## src/rtl/seq_det_prog.sv

```systemverilog
`default_nettype none
// ============================================================================
// Module      : seq_det_prog
// Description : Programmable serial pattern detector with overlap control
//               and a saturating match counter.
// Revision    : 1.0 - initial release
// ============================================================================
module seq_det_prog #(
  parameter int MAX_LEN = 16,
  parameter int LEN_W   = 5,
  parameter int CNT_W   = 8
) (
  input  logic               clk,
  input  logic               rst_n,
  input  logic               cfg_load,
  input  logic [MAX_LEN-1:0] cfg_pattern,
  input  logic [LEN_W-1:0]   cfg_len,
  input  logic               cfg_overlap,
  input  logic               in_valid,
  input  logic               seq_in,
  input  logic               cnt_clr,
  output logic               flag,
  output logic [CNT_W-1:0]   match_cnt,
  output logic               cnt_sat,
  output logic               cfg_err
);

  localparam logic [LEN_W-1:0] c_max_len  = LEN_W'(MAX_LEN);
  localparam logic [LEN_W:0]   c_one_ext  = (LEN_W+1)'(1);
  localparam logic [CNT_W-1:0] c_cnt_max  = '1;
  localparam logic [CNT_W-1:0] c_cnt_one  = CNT_W'(1);

  logic [MAX_LEN-1:0] r_act_pat;
  logic [LEN_W-1:0]   r_act_len;
  logic               r_act_ovl;
  // The oldest history bit is never compared (matching looks at the
  // next-state history), so only MAX_LEN-1 bits are stored.
  logic [MAX_LEN-2:0] r_hist;
  logic [LEN_W-1:0]   r_fill;
  logic               r_flag;
  logic [CNT_W-1:0]   r_cnt;
  logic               r_sat;

  logic               w_len_ok;
  logic               w_shift;
  logic [MAX_LEN-1:0] w_hist_nxt;
  logic [MAX_LEN-1:0] w_mask;
  logic               w_fill_ok;
  logic               w_pat_eq;
  logic               w_match;
  logic [CNT_W-1:0]   w_cnt_base;

  assign w_len_ok   = (r_act_len != '0) && (r_act_len <= c_max_len);
  assign w_shift    = in_valid && !cfg_load;
  assign w_hist_nxt = {r_hist, seq_in};

  generate
    for (genvar gi = 0; gi < MAX_LEN; gi++) begin : g_mask
      assign w_mask[gi] = (r_act_len > LEN_W'(gi));
    end
  endgenerate

  assign w_fill_ok  = ({1'b0, r_fill} + c_one_ext) >= {1'b0, r_act_len};
  assign w_pat_eq   = ((w_hist_nxt ^ r_act_pat) & w_mask) == '0;
  assign w_match    = w_shift && w_len_ok && w_fill_ok && w_pat_eq;
  assign w_cnt_base = cnt_clr ? '0 : r_cnt;

  always_ff @(posedge clk or negedge rst_n) begin
    if (!rst_n) begin
      r_act_pat <= '0;
      r_act_len <= '0;
      r_act_ovl <= 1'b1;
      r_hist    <= '0;
      r_fill    <= '0;
    end else if (cfg_load) begin
      r_act_pat <= cfg_pattern;
      r_act_len <= cfg_len;
      r_act_ovl <= cfg_overlap;
      r_hist    <= '0;
      r_fill    <= '0;
    end else if (in_valid) begin
      r_hist <= w_hist_nxt[MAX_LEN-2:0];
      // Non-overlap restarts the fill count so matched bits cannot be reused.
      if (w_match && !r_act_ovl) begin
        r_fill <= '0;
      end else if (r_fill != c_max_len) begin
        r_fill <= r_fill + LEN_W'(1);
      end
    end
  end

  always_ff @(posedge clk or negedge rst_n) begin
    if (!rst_n) begin
      r_flag <= 1'b0;
      r_cnt  <= '0;
      r_sat  <= 1'b0;
    end else begin
      r_flag <= w_match;
      if (w_match && (w_cnt_base != c_cnt_max)) begin
        r_cnt <= w_cnt_base + c_cnt_one;
      end else begin
        r_cnt <= w_cnt_base;
      end
      r_sat <= (r_sat && !cnt_clr) ||
               (w_match && (w_cnt_base == (c_cnt_max - c_cnt_one)));
    end
  end

  assign flag      = r_flag;
  assign match_cnt = r_cnt;
  assign cnt_sat   = r_sat;
  assign cfg_err   = !w_len_ok;

endmodule
`default_nettype wire

```

## config.mk

```make
export PLATFORM = sky130hd
export DESIGN_NAME = seq_det_prog
export DESIGN_NICKNAME = d
export VERILOG_FILES = /design/src/rtl/seq_det_prog.sv
export SDC_FILE = /design/constraint.sdc
export NUM_CORES = 1
export LEC_CHECK = 0
export ABC_AREA = 0
export BUFFER_PORTS_ARGS = -buffer_cell sky130_fd_sc_hd__buf_2
export CORE_MARGIN = 8
export CORE_UTILIZATION = 33
export CTS_BUF_LIST = sky130_fd_sc_hd__clkbuf_8 sky130_fd_sc_hd__clkbuf_16
export CTS_CLUSTER_DIAMETER = 200
export DETAILED_ROUTE_END_ITERATION = 10
export MAX_ROUTING_LAYER = met4
export SLEW_MARGIN = 5
export SYNTH_ARGS = -nofsm -noshare
export SYNTH_HDL_FRONTEND = slang
export SYNTH_SLANG_ARGS = --single-unit
```

## constraint.sdc

```tcl
create_clock -name clk -period 3.2 [get_ports clk]
set_input_delay 0.32 -clock clk [delete_from_list [all_inputs] [get_ports clk]]
set_output_delay 0.32 -clock clk [all_outputs]
set_load 0.03 [all_outputs]
```

== After elaboration in Yosys (flattened, before gate mapping) ==
Cells that the tools add are included.

* Reduce and logical (&&, ||, !) cells: 19
* Bitwise gates (word level): 2
* Multiplexer cells: 8
* Add/sub/neg operators: 3
* Magnitude comparators: 18
* Equality and inequality tests: 3

{| class="wikitable"
|+ Operators with widths
! operator !! count
|-
| 5-bit by 4-bit > comparator with 1-bit output (second input constant) || 8
|-
| 15-bit 2-to-1 mux || 2
|-
| 5-bit by 3-bit > comparator with 1-bit output (second input constant) || 4
|-
| 5-bit 2-to-1 mux || 4
|-
| 16-bit bitwise AND || 1
|-
| 16-bit logical NOT || 1
|-
| 8-bit 2-to-1 mux || 2
|-
| 16-bit XOR || 1
|-
| 5-bit by 1-bit > comparator with 1-bit output (second input constant) || 2
|-
| 5-bit by 2-bit > comparator with 1-bit output (second input constant) || 2
|-
| 1-bit logical AND || 9
|-
| 8-bit by 1-bit adder with 8-bit output (second input constant) || 1
|-
| 8-bit == test (second input constant) || 1
|-
| 8-bit != test (second input constant) || 1
|-
| 5-bit by 1-bit adder with 6-bit output (second input constant) || 1
|-
| 6-bit by 5-bit greater-or-equal comparator with 1-bit output || 1
|-
| 5-bit by 1-bit adder with 5-bit output (second input constant) || 1
|-
| 5-bit less-or-equal comparator (second input constant) || 1
|-
| 5-bit != test (second input constant) || 1
|-
| 5-bit nonzero test || 1
|-
| 1-bit logical NOT || 4
|-
| 3-bit nonzero test || 1
|-
| 2-bit AND reduction || 1
|-
| 2-bit nonzero test || 1
|-
| 1-bit logical OR || 1
|}

* Word-level logic and storage cells: 61
* Register bits after elaboration: 52
* Output and inout port bits: 11
* Bits of input ports: 28

== Depth between registers and ports, before layout ==
Gate-level depths: netlist of the first run.

* Depth in word-level cells: 9
* Depth in mapped cells: 10

== Worst setup path before layout of the first run ==
No wires, ideal clock.

* Kind: reg-to-reg
* From: register r_act_len[1]
* To: register r_cnt[6], in the netlist match_cnt[6]
* Data required time: 3.072 ns
* Stages on the path, launching flop included: 11
* Arrival time: 2.358 ns
* Library setup time: 0.128 ns
* Path slack: 0.714 ns
* Path buffers: 2
* Cell sequence: dfrtp_1 buf_2 nor4_1 ha_1 inv_1 nor3b_1 o2111a_1 nand4_2 buf_6 nor4_1 mux2_1

* Cells in the longest elaborated chain, start to end: 7
* Elaborated cells on any way between the ends: 27

{| class="wikitable"
|+ RTL lines
! item !! RTL line !! source
|-
| start: declaration || 34 || <nowiki>logic [LEN_W-1:0] r_act_len;</nowiki>
|-
| start signal: assignment || 77 || <nowiki>r_act_len <= cfg_len;</nowiki>
|-
| parallel branches: the longest is 4 deep, another holds 5-bit by 1-bit > comparator with 1-bit output || - ||
|-
| 1-bit logical AND * || 65 || <nowiki>assign w_match = w_shift && w_len_ok && w_fill_ok && w_pat_eq;</nowiki>
|-
| 1-bit logical AND * || 99 || <nowiki>if (w_match && (w_cnt_base != c_cnt_max)) begin</nowiki>
|-
| 8-bit 2-to-1 mux * || 99 ||
|-
| end signal: assignment || 100 || <nowiki>r_cnt <= w_cnt_base + c_cnt_one;</nowiki>
|-
| end signal: assignment || 102 || <nowiki>r_cnt <= w_cnt_base;</nowiki>
|-
| end: declaration || 41 || <nowiki>logic [CNT_W-1:0] r_cnt;</nowiki>
|}

Mark *: on every way between the ends.
A chain may end at the register's enable or synchronous reset.

== Worst setup path in the final report of the first run ==
* From: register r_act_len[4]
* To: register r_cnt[6], in the netlist match_cnt[6]

The elaborated chain is that of the path after synthesis.

==> results of run 1 <==
power by group:
part | switching, mW | leakage (nW) | internal [mW]
Combinational | 0.104 | 0.782 | 0.0939
Sequential | 0.0397 | 0.675 | 0.689
Clock | 0.210 | 0.0434 | 0.175
Total | 0.353 | 1.50 | 0.958
state kept, by name, indices dropped and copies added (netlist names):
name / count
match_cnt: 8
flag: 1
r_act_len: 5
r_act_ovl: 1
cnt_sat: 1
r_fill: 5
r_hist: 15
r_act_pat: 16
logic make-up after synthesis:
group | after synthesis | share of synthesized area (%)
multiplexers | 36 | 13.5
XOR/XNOR | 25 | 7.91
AO/OA/AOI/OAI | 37 | 9.13
AND/OR/NAND/NOR | 75 | 15.2
buffers and inverters | 23 | 4.41
adder cells (fa/ha/maj) | 10 | 4.37
flip-flops | 52 | 45.5
cell usage in the layout, fill, tap and decap left out, types with 2 or more instances in the layout:
master / synthesis / layout
a21oi_1: 7 / 7
a2bb2oi_1: 2 / 2
and3_1: 2 / 2
buf_2: 2 / 38
buf_4: 0 / 3
clkbuf_8: 0 / 6
clkinvlp_4: 0 / 2
dfrtp_1: 51 / 51
ha_1: 10 / 10
inv_1: 6 / 6
inv_2: 3 / 3
mux2_1: 2 / 2
mux2_2: 18 / 18
mux2i_1: 16 / 16
nand2_1: 9 / 9
nand2b_1: 3 / 3
nand3_1: 6 / 6
nand4_1: 4 / 4
nor2_1: 19 / 19
nor2b_1: 3 / 3
nor3_1: 10 / 10
nor3b_1: 4 / 4
nor4_1: 2 / 2
o21ai_0: 9 / 9
o21ai_1: 2 / 2
o31ai_1: 2 / 2
or4_1: 2 / 2
xnor2_1: 14 / 14
xor2_1: 10 / 10
area by class of cell:
class | count | area share, %
clock buffer | 6 | 2.57
clock inverter | 2 | 0.467
inverter | 9 | 1.05
multi-input combinational | 183 | 44.6
sequential | 52 | 40.5
tap | 108 | 4.20
timing repair buffer | 41 | 6.61
layer usage:
| metal | up-vias | track usage, % | routed length, um | share of wire, % |
|---|---|---|---|---|
| met4 | 0 | 4.30 | 110 | 1.9 |
| met5 | - | - | 0 | 0 |
| met1 | 991 | 13.6 | 2810 | 48 |
| met2 | 23 | 16.2 | 2810 | 48 |
| li1 | 980 | - | - | - |
| met3 | 10 | 1.77 | 82 | 1.4 |
how the worst max path moves through the flow:
stage,end,cells past startpoint,slack [ps]
floorplan,match_cnt[6]$_DFF_PN0_,10,710
global placement,match_cnt[6]$_DFF_PN0_,8,640
detailed placement,match_cnt[6]$_DFF_PN0_,8,610
CTS,match_cnt[6]$_DFF_PN0_,8,580
global route,match_cnt[6]$_DFF_PN0_,8,320
finish,match_cnt[6]$_DFF_PN0_,8,570
worst max-delay path, cell delays in order, from the launching register on:
cell and delay, ps:
dfrtp_1 590, inv_2 120, ha_1 300, inv_1 40, nor3b_1 200, o2111a_1 230
nand4_2 280, nor4_1 390, mux2_1 350
==> impl_metrics.env, run 1 <==
export IMPL_status="completed"
export IMPL_antenna_found_initial=0
export IMPL_rows=34
export IMPL_die_h_um=109
export IMPL_dpl_instance_area_um2=3120
export IMPL_initial_core_util_pct=33.5
export IMPL_layout_min_cycle_time_ps=2630
export IMPL_ctsResizeCount=0
export IMPL_setup_worst_path_start="r_act_len[4]$_DFFE_PN0P_"
export IMPL_maxCapViolCount=0
export IMPL_grt_pass1_wl_mm=9.79
export IMPL_rsz0062_at_grt="false"
export IMPL_drv_slew=0
export IMPL_setup_viol=0
export IMPL_synth_net_count=296
export IMPL_overflow=0
export IMPL_ios=39
export IMPL_finalHoldViolCount=0
export IMPL_core_area_um2=8550
export IMPL_diodes=0
export IMPL_synth_seq_area_share_pct=45.5
export IMPL_crit_path_start_kind="register"
export IMPL_synthTopCellsByArea="dfrtp_1, mux2_2, mux2i_1"
export IMPL_min_path_type="in2async"
export IMPL_path_max_fanout=12
export IMPL_io_buffers=38
export IMPL_synth_area_um2=2860
export IMPL_tns_ps=0
export IMPL_layoutNonFillerInstCount=401
export IMPL_power_leakage_nw=1.50
export IMPL_ys_types=56
export IMPL_hpwl_mm=4.39
export IMPL_remaining_drc_errors=0
export IMPL_grt_max_degree=47
export IMPL_synth_top_area_share_pct=44.6
export IMPL_drt_pass1_iter_count=4
export IMPL_fin_crit_sh_pct=82.1
export IMPL_area_growth_pct=12.3
export IMPL_ys_warnings_count=0
export IMPL_vias=2004
export IMPL_antenna_left=0
export IMPL_fin_ws_ps=573
export IMPL_async_reset_ff_share_pct=100
export IMPL_gp_congestion=0.829
export IMPL_multi_input_area_um2=1440
export IMPL_dieArea_um2=11900
export IMPL_cts_setup_buffers=0
export IMPL_worst_hold_slack_ps=111
export IMPL_reg2reg_setup_slack_ps=570
export IMPL_relSlewSlack_pct=44.2
export IMPL_max_freq_mhz=381
export IMPL_finish_utilization_pct=37.6
export IMPL_reg2regPathDepth=8
export IMPL_worstPathArrival_ps=2810
export IMPL_synth_edf_count=0
export IMPL_netlist_instances=258
export IMPL_critical_path_class="reg2reg"
export IMPL_cts_buffer_depth=2
export IMPL_die_w_um=109
export IMPL_synth_flop_cell="dfrtp_1"
export IMPL_drive_gt1_share_pct=28.0
export IMPL_yosysMostFrequentCell="dfrtp_1"
export IMPL_pre_cts_slack_ps=609
export IMPL_hold_buffers=0
export IMPL_cts_tree="done"
export IMPL_first_global_vias=1995
export IMPL_fill_cells=846
export IMPL_r2r_start="r_act_len[4]$_DFFE_PN0P_"
export IMPL_synth_ff_latch_count=52
export IMPL_clk_latency_ps=300
export IMPL_track_usage_pct=10.6
export IMPL_numCtsBuffers=5
export IMPL_ff_latch_area_um2=1300
export IMPL_ir_worst_vdd_mv=0.185
export IMPL_vias_per_cell=5.00
export IMPL_fin_worst_skew_ps=6.16
export IMPL_worst_pin_slew_ps=837
export IMPL_root_buffer="clkbuf_8"
export IMPL_drt_iter0_drc=133
export IMPL_endpoint_kind="register"
export IMPL_nNetsFinal=330
export IMPL_synth_top_cell_by_area="dfrtp_1"
export IMPL_r2r_end="match_cnt[6]$_DFF_PN0_"
export IMPL_syn_area_per_cell_um2=11.1
export IMPL_wl_per_cell_um=14.5
export IMPL_required_ps=3390
export IMPL_htreeDepth=2
export IMPL_cts_clk_slew_worst_paths_ps=90
export IMPL_design_area_um2=3220
export IMPL_synth_common_cells="dfrtp_1, nor2_1, mux2_2"
export IMPL_dp_cells=393
export IMPL_finalWirelength_mm=5.82
export IMPL_cts_sinks=52
export IMPL_pwr_density_cell_nw_per_um2=408
export IMPL_total_power_mw=1.31
Note: power is estimated with default switching activity, not from simulation.
==> inputs of run 2 (changes only) <==
Settings changed: ABC_AREA 0 to 1.
Clock period 3.2 ns to 2.2 ns, I/O delays scaled along.
==> run 2 against run 1 <==
Clock skew increased by 7.8 ps. Utilization grew 3.7 points. Critical path type unchanged. Synthesized area decreased by 0.26%. Critical endpoint is now match_cnt[2]$_DFF_PN0_. Largest cell class unchanged. First-iteration DRC count down 1.5%. Critical path depth up 8.
==> impl_metrics.env, run 2 <==
export IMPL_drv_slew=0
export IMPL_wl_per_cell_um=12.5
export IMPL_gp_congestion=0.893
export IMPL_fill_cells=882
export IMPL_critical_path_class="reg2reg"
export IMPL_io_buffers=38
export IMPL_drive_gt1_share_pct=22.8
export IMPL_path_max_fanout=5
export IMPL_root_buffer="clkbuf_8"
export IMPL_reg2reg_setup_slack_ps=50
export IMPL_numCtsBuffers=5
export IMPL_worst_pin_slew_ps=637
export IMPL_hold_end="r_act_pat[11]$_DFFE_PN0P_"
export IMPL_endpoint_kind="register"
export IMPL_power_share_switching_pct=29.1
export IMPL_cts_clk_slew_worst_paths_ps=100
export IMPL_intPower_mw=1.54
export IMPL_antenna_found_initial=0
export IMPL_cts_sinks=52
export IMPL_synth_flop_cell="dfrtp_1"
export IMPL_rows=34
export IMPL_min_path_type="in2reg"
export IMPL_finalHoldViolCount=0
export IMPL_clk_latency_ps=310
export IMPL_synth_top_cell_by_area="dfrtp_1"
export IMPL_vias_per_cell=4.68
export IMPL_finalWirelength_mm=6.80
export IMPL_maxCapViolCount=0
export IMPL_dieArea_um2=11900
export IMPL_overflow=0
export IMPL_first_global_vias=2532
export IMPL_crit_top_cell="nand2_1"
export IMPL_layout_common_cells="nand2_1, inv_1, dfrtp_1"
export IMPL_seq_power_share_pct=48.2
export IMPL_synthTopCellsByArea="dfrtp_1, nand2_1, inv_1"
export IMPL_core_area_um2=8550
export IMPL_status="completed"
export IMPL_area_growth_pct=23.6
export IMPL_cts_tree="done"
export IMPL_power_leakage_nw=1.81
export IMPL_syn_area_per_cell_um2=7.64
export IMPL_crit_slowest_cell="dfrtp_1"
export IMPL_hpwl_mm=5.12
export IMPL_synth_net_count=412
export IMPL_worstHoldStart="cfg_pattern[11]"
export IMPL_ir_worst_vdd_mv=0.250
export IMPL_nNetsFinal=471
export IMPL_combPwrFrac_pct=21.3
export IMPL_synth_seq_area_share_pct=45.6
export IMPL_r2r_end="match_cnt[2]$_DFF_PN0_"
export IMPL_synth_ff_latch_count=52
export IMPL_fin_crit_sh_pct=97.7
export IMPL_cp_cell_sequence="nor2_2 > nand2_1 > nor2_2 > ha_1 > inv_1 > nand3_1 > nand3_1 > nor2_2 > nand2_1 > nor2_2 > nand3_2 > a21oi_4 > buf_6 > nand2_1 > nand2_1 > nand2_1"
export IMPL_layout_min_cycle_time_ps=2150
export IMPL_ys_types=31
export IMPL_fin_ws_ps=50.0
export IMPL_synth_top_area_share_pct=44.7
export IMPL_synth_edf_count=0
export IMPL_vias=2535
export IMPL_yosysMostFrequentCell="nand2_1"
export IMPL_diodes=0
export IMPL_drt_iter0_drc=131
export IMPL_async_reset_ff_share_pct=100
export IMPL_ys_warnings_count=0
export IMPL_reg2regPathDepth=16
export IMPL_layout_commonest_cell="nand2_1"
export IMPL_pre_cts_slack_ps=-35.9
export IMPL_p_switching_uw=631
export IMPL_grt_pass1_wl_mm=11.5
export IMPL_synth_area_um2=2860
export IMPL_initial_core_util_pct=33.4
export IMPL_largest_register="r_act_pat"
export IMPL_track_usage_pct=12.3
export IMPL_hold_path_depth=3
export IMPL_drt_pass1_iter_count=4
export IMPL_setup_viol=0
export IMPL_netlist_instances=374
export IMPL_grt_max_degree=40
export IMPL_worst_hold_slack_ps=105
export IMPL_pwr_density_cell_nw_per_um2=614
export IMPL_max_freq_mhz=465
export IMPL_relSlewSlack_pct=57.6
export IMPL_antenna_left=0
export IMPL_die_w_um=109
export IMPL_cts_buffer_depth=2
export IMPL_required_ps=2390
export IMPL_die_h_um=109
export IMPL_worstPathArrival_ps=2340
export IMPL_clkPwrFrac_pct=30.5
export IMPL_ios=39
export IMPL_largest_reg_flops=16
export IMPL_r2r_start="r_act_len[1]$_DFFE_PN0P_"
export IMPL_rsz0062_at_grt="true"
export IMPL_crit_path_start_kind="register"
export IMPL_fin_worst_skew_ps=13.9
export IMPL_htreeDepth=2
export IMPL_max_stage_delay_ps=420
export IMPL_synth_common_cells="nand2_1, inv_1, dfrtp_1"
export IMPL_remaining_drc_errors=0
-- run 2: cell count changes after synthesis, sizes merged, moves of 8 or more --
cell / delta
mux2: -20
nand2: +116
xnor2: -10
nand3: +8
o21ai: +15
mux2i: -16
o22ai: +14
nor2: +11
inv: +45
-- run 2: worst max-delay path by stage --
stage,endpoint,from,cells past startpoint
finish,match_cnt[2]$_DFF_PN0_,r_act_len[1]$_DFFE_PN0P_,16
global route,match_cnt[3]$_DFF_PN0_,r_act_len[2]$_DFFE_PN0P_,16
CTS,match_cnt[6]$_DFF_PN0_,r_act_len[1]$_DFFE_PN0P_,16
floorplan,match_cnt[3]$_DFF_PN0_,r_fill[0]$_DFFE_PN0P_,13
detailed placement,r_fill[4]$_DFFE_PN0P_,r_fill[0]$_DFFE_PN0P_,13
global placement,match_cnt[3]$_DFF_PN0_,r_fill[0]$_DFFE_PN0P_,13
-- run 2: cells by family after synthesis --
kind of cell	after synthesis	synth area share [%]
and+or+nand+nor	191	28.3
buffers and inverters	64	8.94
DFF	52	45.6
AOI/OAI and AO/OA	45	8.85
xor gates and xnor gates	12	3.94
adders and majority gates	10	4.38
-- run 2: cell type report --
| type | instances | area (um2) | area share [%] |
|---|---|---|---|
| clock buffers | 5 | 68.8 | 1.95 |
| clock inverters | 3 | 38.8 | 1.10 |
| inverters | 55 | 206 | 5.85 |
| multi-input cells | 258 | 1390 | 39.5 |
| flip-flops and latches | 52 | 1300 | 36.9 |
| well taps | 108 | 135 | 3.83 |
| repair buffers | 61 | 385 | 10.9 |
-- run 2: critical path: cells and delay by family (launching register included) --
kind / cells / cell delay, ps
flops: 1 / 420
simple gates: 12 / 1150
buf+inv: 2 / 180
compound gates: 1 / 160
fa+ha+maj: 1 / 150
-- run 2: what timing repair did --
action / in CTS / in global routing
hold endpoints to repair: 26 / 0
endpoints found under the setup margin: 10 / 13
gates cloned: 0 / 0
pin swaps: 0 / 16
resized for setup: 2 / 20
hold buffers: 1 / 0
buffers inserted: 2 / 2
-- run 2: layer usage --
| metal | vias up | global-route usage, % | wire, um |
|---|---|---|---|
| met3 | 2 | 1.65 | 210 |
| met1 | 1190 | 16.1 | 3280 |
| li1 | 1298 | - | - |
| met2 | 45 | 19.5 | 3250 |
| met4 | 0 | 3.62 | 55 |
| met5 | - | - | 0 |
-- run 2: power by group through the flow --
stage / clock (mW) / combinational [mW] / sequential (mW)
floorplan: 0 / 0.249 / 1.06
global placement: 0 / 0.399 / 1.06
detailed placement: 0 / 0.409 / 1.06
CTS: 0.679 / 0.430 / 1.04
global route: 0.709 / 0.528 / 1.05
finish: 0.661 / 0.462 / 1.05
-- run 2: through the flow --
step | cell area [um2] | cells | TNS, ps | utilization (%) | power, mW
floorplan | 2860 | 374 | 0 | - | 1.31
global placement | 3280 | 529 | 0 | 38.4 | 1.46
detailed placement | 3280 | 529 | -232 | 38.4 | 1.47
CTS | 3430 | 540 | 0 | 40.1 | 2.15
global route | 3530 | 542 | -1550 | 41.3 | 2.29
finish | 3530 | 542 | 0 | 41.3 | 2.17
==> inputs of run 3 (changes only) <==
Settings changed: REMOVE_ABC_BUFFERS set to 1.
==> run 3 against run 2 <==
The flow now finishes with violations (negative setup slack). Combinational power rose by 3%. Worst setup slack worse by 72 ps. Largest power group unchanged. Cell count decreased by 0.55%. Worst hold slack is essentially flat.
==> impl_metrics.env, run 3 (synthesized netlist as in run 2, its figures left out) <==
export IMPL_io_buffers=38
export IMPL_antenna_found_initial=0
export IMPL_core_area_um2=8550
export IMPL_drt_pass1_iter_count=6
export IMPL_status="complete, but fails checks"
export IMPL_clkPwrFrac_pct=27.5
export IMPL_largest_register="r_act_pat"
export IMPL_largest_reg_flops=16
export IMPL_power_leakage_nw=1.79
export IMPL_grt_pass1_wl_mm=11.9
export IMPL_ir_worst_vdd_mv=0.231
export IMPL_pwr_density_cell_nw_per_um2=602
export IMPL_cts_tree="done"
export IMPL_hpwl_mm=5.22
export IMPL_rsz0062_at_grt="true"
export IMPL_relSlewSlack_pct=60.2
export IMPL_initial_core_util_pct=33.4
export IMPL_min_path_type="in2reg"
export IMPL_combPwrFrac_pct=22.5
export IMPL_clk_latency_ps=310
export IMPL_fin_crit_sh_pct=101
export IMPL_cts_buffer_depth=2
export IMPL_drive_gt1_share_pct=22.3
export IMPL_violations="negative setup slack"
export IMPL_drt_iter0_drc=86
export IMPL_required_ps=2400
export IMPL_path_max_fanout=4
export IMPL_vias=2520
export IMPL_tns_ps=-21.6
export IMPL_setup_viol=1
export IMPL_dieArea_um2=11900
export IMPL_p_switching_uw=655
export IMPL_reg2reg_setup_slack_ps=-20
export IMPL_power_share_switching_pct=31.0
export IMPL_vias_per_cell=4.68
export IMPL_finalWirelength_mm=7.10
export IMPL_die_h_um=109
export IMPL_diodes=0
export IMPL_grt_max_degree=39
export IMPL_track_usage_pct=12.8
export IMPL_dpl_instance_area_um2=3260
export IMPL_layout_min_cycle_time_ps=2220
export IMPL_max_freq_mhz=450
export IMPL_ios=39
export IMPL_numCtsBuffers=5
export IMPL_first_global_vias=2583
export IMPL_worstPathArrival_ps=2420
export IMPL_maxCapViolCount=0
export IMPL_antenna_left=0
export IMPL_crit_path_start_kind="register"
export IMPL_seq_power_share_pct=50.1
export IMPL_layout_commonest_cell="nand2_1"
export IMPL_drv_slew=0
export IMPL_remaining_drc_errors=0
export IMPL_root_buffer="clkbuf_8"
export IMPL_intPower_mw=1.45
export IMPL_gp_congestion=0.886
export IMPL_design_area_um2=3500
export IMPL_worst_pin_slew_ps=597
export IMPL_fin_worst_skew_ps=7.07
export IMPL_wl_per_cell_um=13.2
export IMPL_cts_clk_slew_worst_paths_ps=90
export IMPL_critical_path_class="reg2reg"
export IMPL_overflow=0
export IMPL_rows=34
export IMPL_area_growth_pct=22.6
export IMPL_die_w_um=109
export IMPL_pre_cts_slack_ps=-46.3
export IMPL_finalHoldViolCount=0
export IMPL_total_power_mw=2.11
export IMPL_endpoint_kind="register"
export IMPL_fin_ws_ps=-21.6
export IMPL_cts_sinks=52
export IMPL_nNetsFinal=468
export IMPL_layout_common_cells="nand2_1, inv_1, dfrtp_1"
export IMPL_finish_utilization_pct=41.0
export IMPL_htreeDepth=2
export IMPL_fill_cells=893
==> run 3: cell types whose count changed in the layout (fill, tap and decap cells not counted), sizes merged <==
cell,change
buf,-3
bufinv,-1
clkbuf,+1
clkinv,+1
inv,-1
==> run 3: worst max-delay path, cell delays in order (launching register included) <==
cell and delay (ps):
dfrtp_2 460, ha_4 180, xor2_1 160, ha_1 370, nand2_4 80, nor2_4 70
nand3_1 70, nand4_1 120, nand3_2 130, a21oi_4 200, buf_6 130, nand2_2 40
nand2_1 60, nand2_1 50
==> run 3: area by class of cell <==
| cell class | instances | area [um2] | share of cell area [%] |
|---|---|---|---|
| clock buffers | 6 | 82.6 | 2.36 |
| clock inverters | 2 | 10.0 | 0.286 |
| inverters | 55 | 209 | 5.97 |
| multi-input cells | 258 | 1400 | 39.9 |
| flip-flops and latches | 52 | 1310 | 37.3 |
| well taps | 108 | 135 | 3.86 |
| repair buffers | 58 | 363 | 10.4 |
==> run 3: metrics by stage <==
stage / hold WS (ps) / cells
6_report: 105 / 539
5_1_grt: 113 / 539
4_1_cts: 97.4 / 537
3_5_place_dp: 264 / 526
3_3_place_gp: 261 / 526
2_1_floorplan: -75.6 / 365
==> run 3: per-layer routing <==
layer  global-route usage, %  part of all wire (%)
met3                    1.95                   2.1
met1                    15.9                    47
met2                    20.9                    49
met5                       -                     0
met4                    4.20                   1.3
==> run 3: repair_timing <==
action | CTS | global route
hold buffers | 1 | 0
buffers inserted | 2 | 2
resized for setup | 10 | 15
setup endpoints to repair | 5 | 13
pin swaps | 9 | 13
hold endpoints to repair | 23 | 0
==> run 3: power by group through the flow <==
stage          clock network [mW]  logic [mW]  registers (mW)
2_1_floorplan                   0       0.237            1.06
3_3_place_gp                    0       0.396            1.06
3_5_place_dp                    0       0.401            1.06
4_1_cts                     0.600       0.437            1.05
5_1_grt                     0.624       0.532            1.06
6_report                    0.579       0.474            1.06
==> run 3: path summary, 6_finish.rpt <==
path / end / cells after the start / startpoint
setup / recovery: match_cnt[3]$_DFF_PN0_ / 13 / r_fill[1]$_DFFE_PN0P_
hold / removal: r_act_pat[10]$_DFFE_PN0P_ / 3 / cfg_pattern[10]
hold reg to reg: r_act_pat[10]$_DFFE_PN0P_ / 2 / r_act_pat[10]$_DFFE_PN0P_
min in group asynchronous: r_act_pat[3]$_DFFE_PN0P_ / 2 / rst_n
max in group asynchronous: r_act_ovl$_DFFE_PN1P_ / 3 / rst_n
setup reg to reg: match_cnt[3]$_DFF_PN0_ / 13 / r_fill[1]$_DFFE_PN0P_
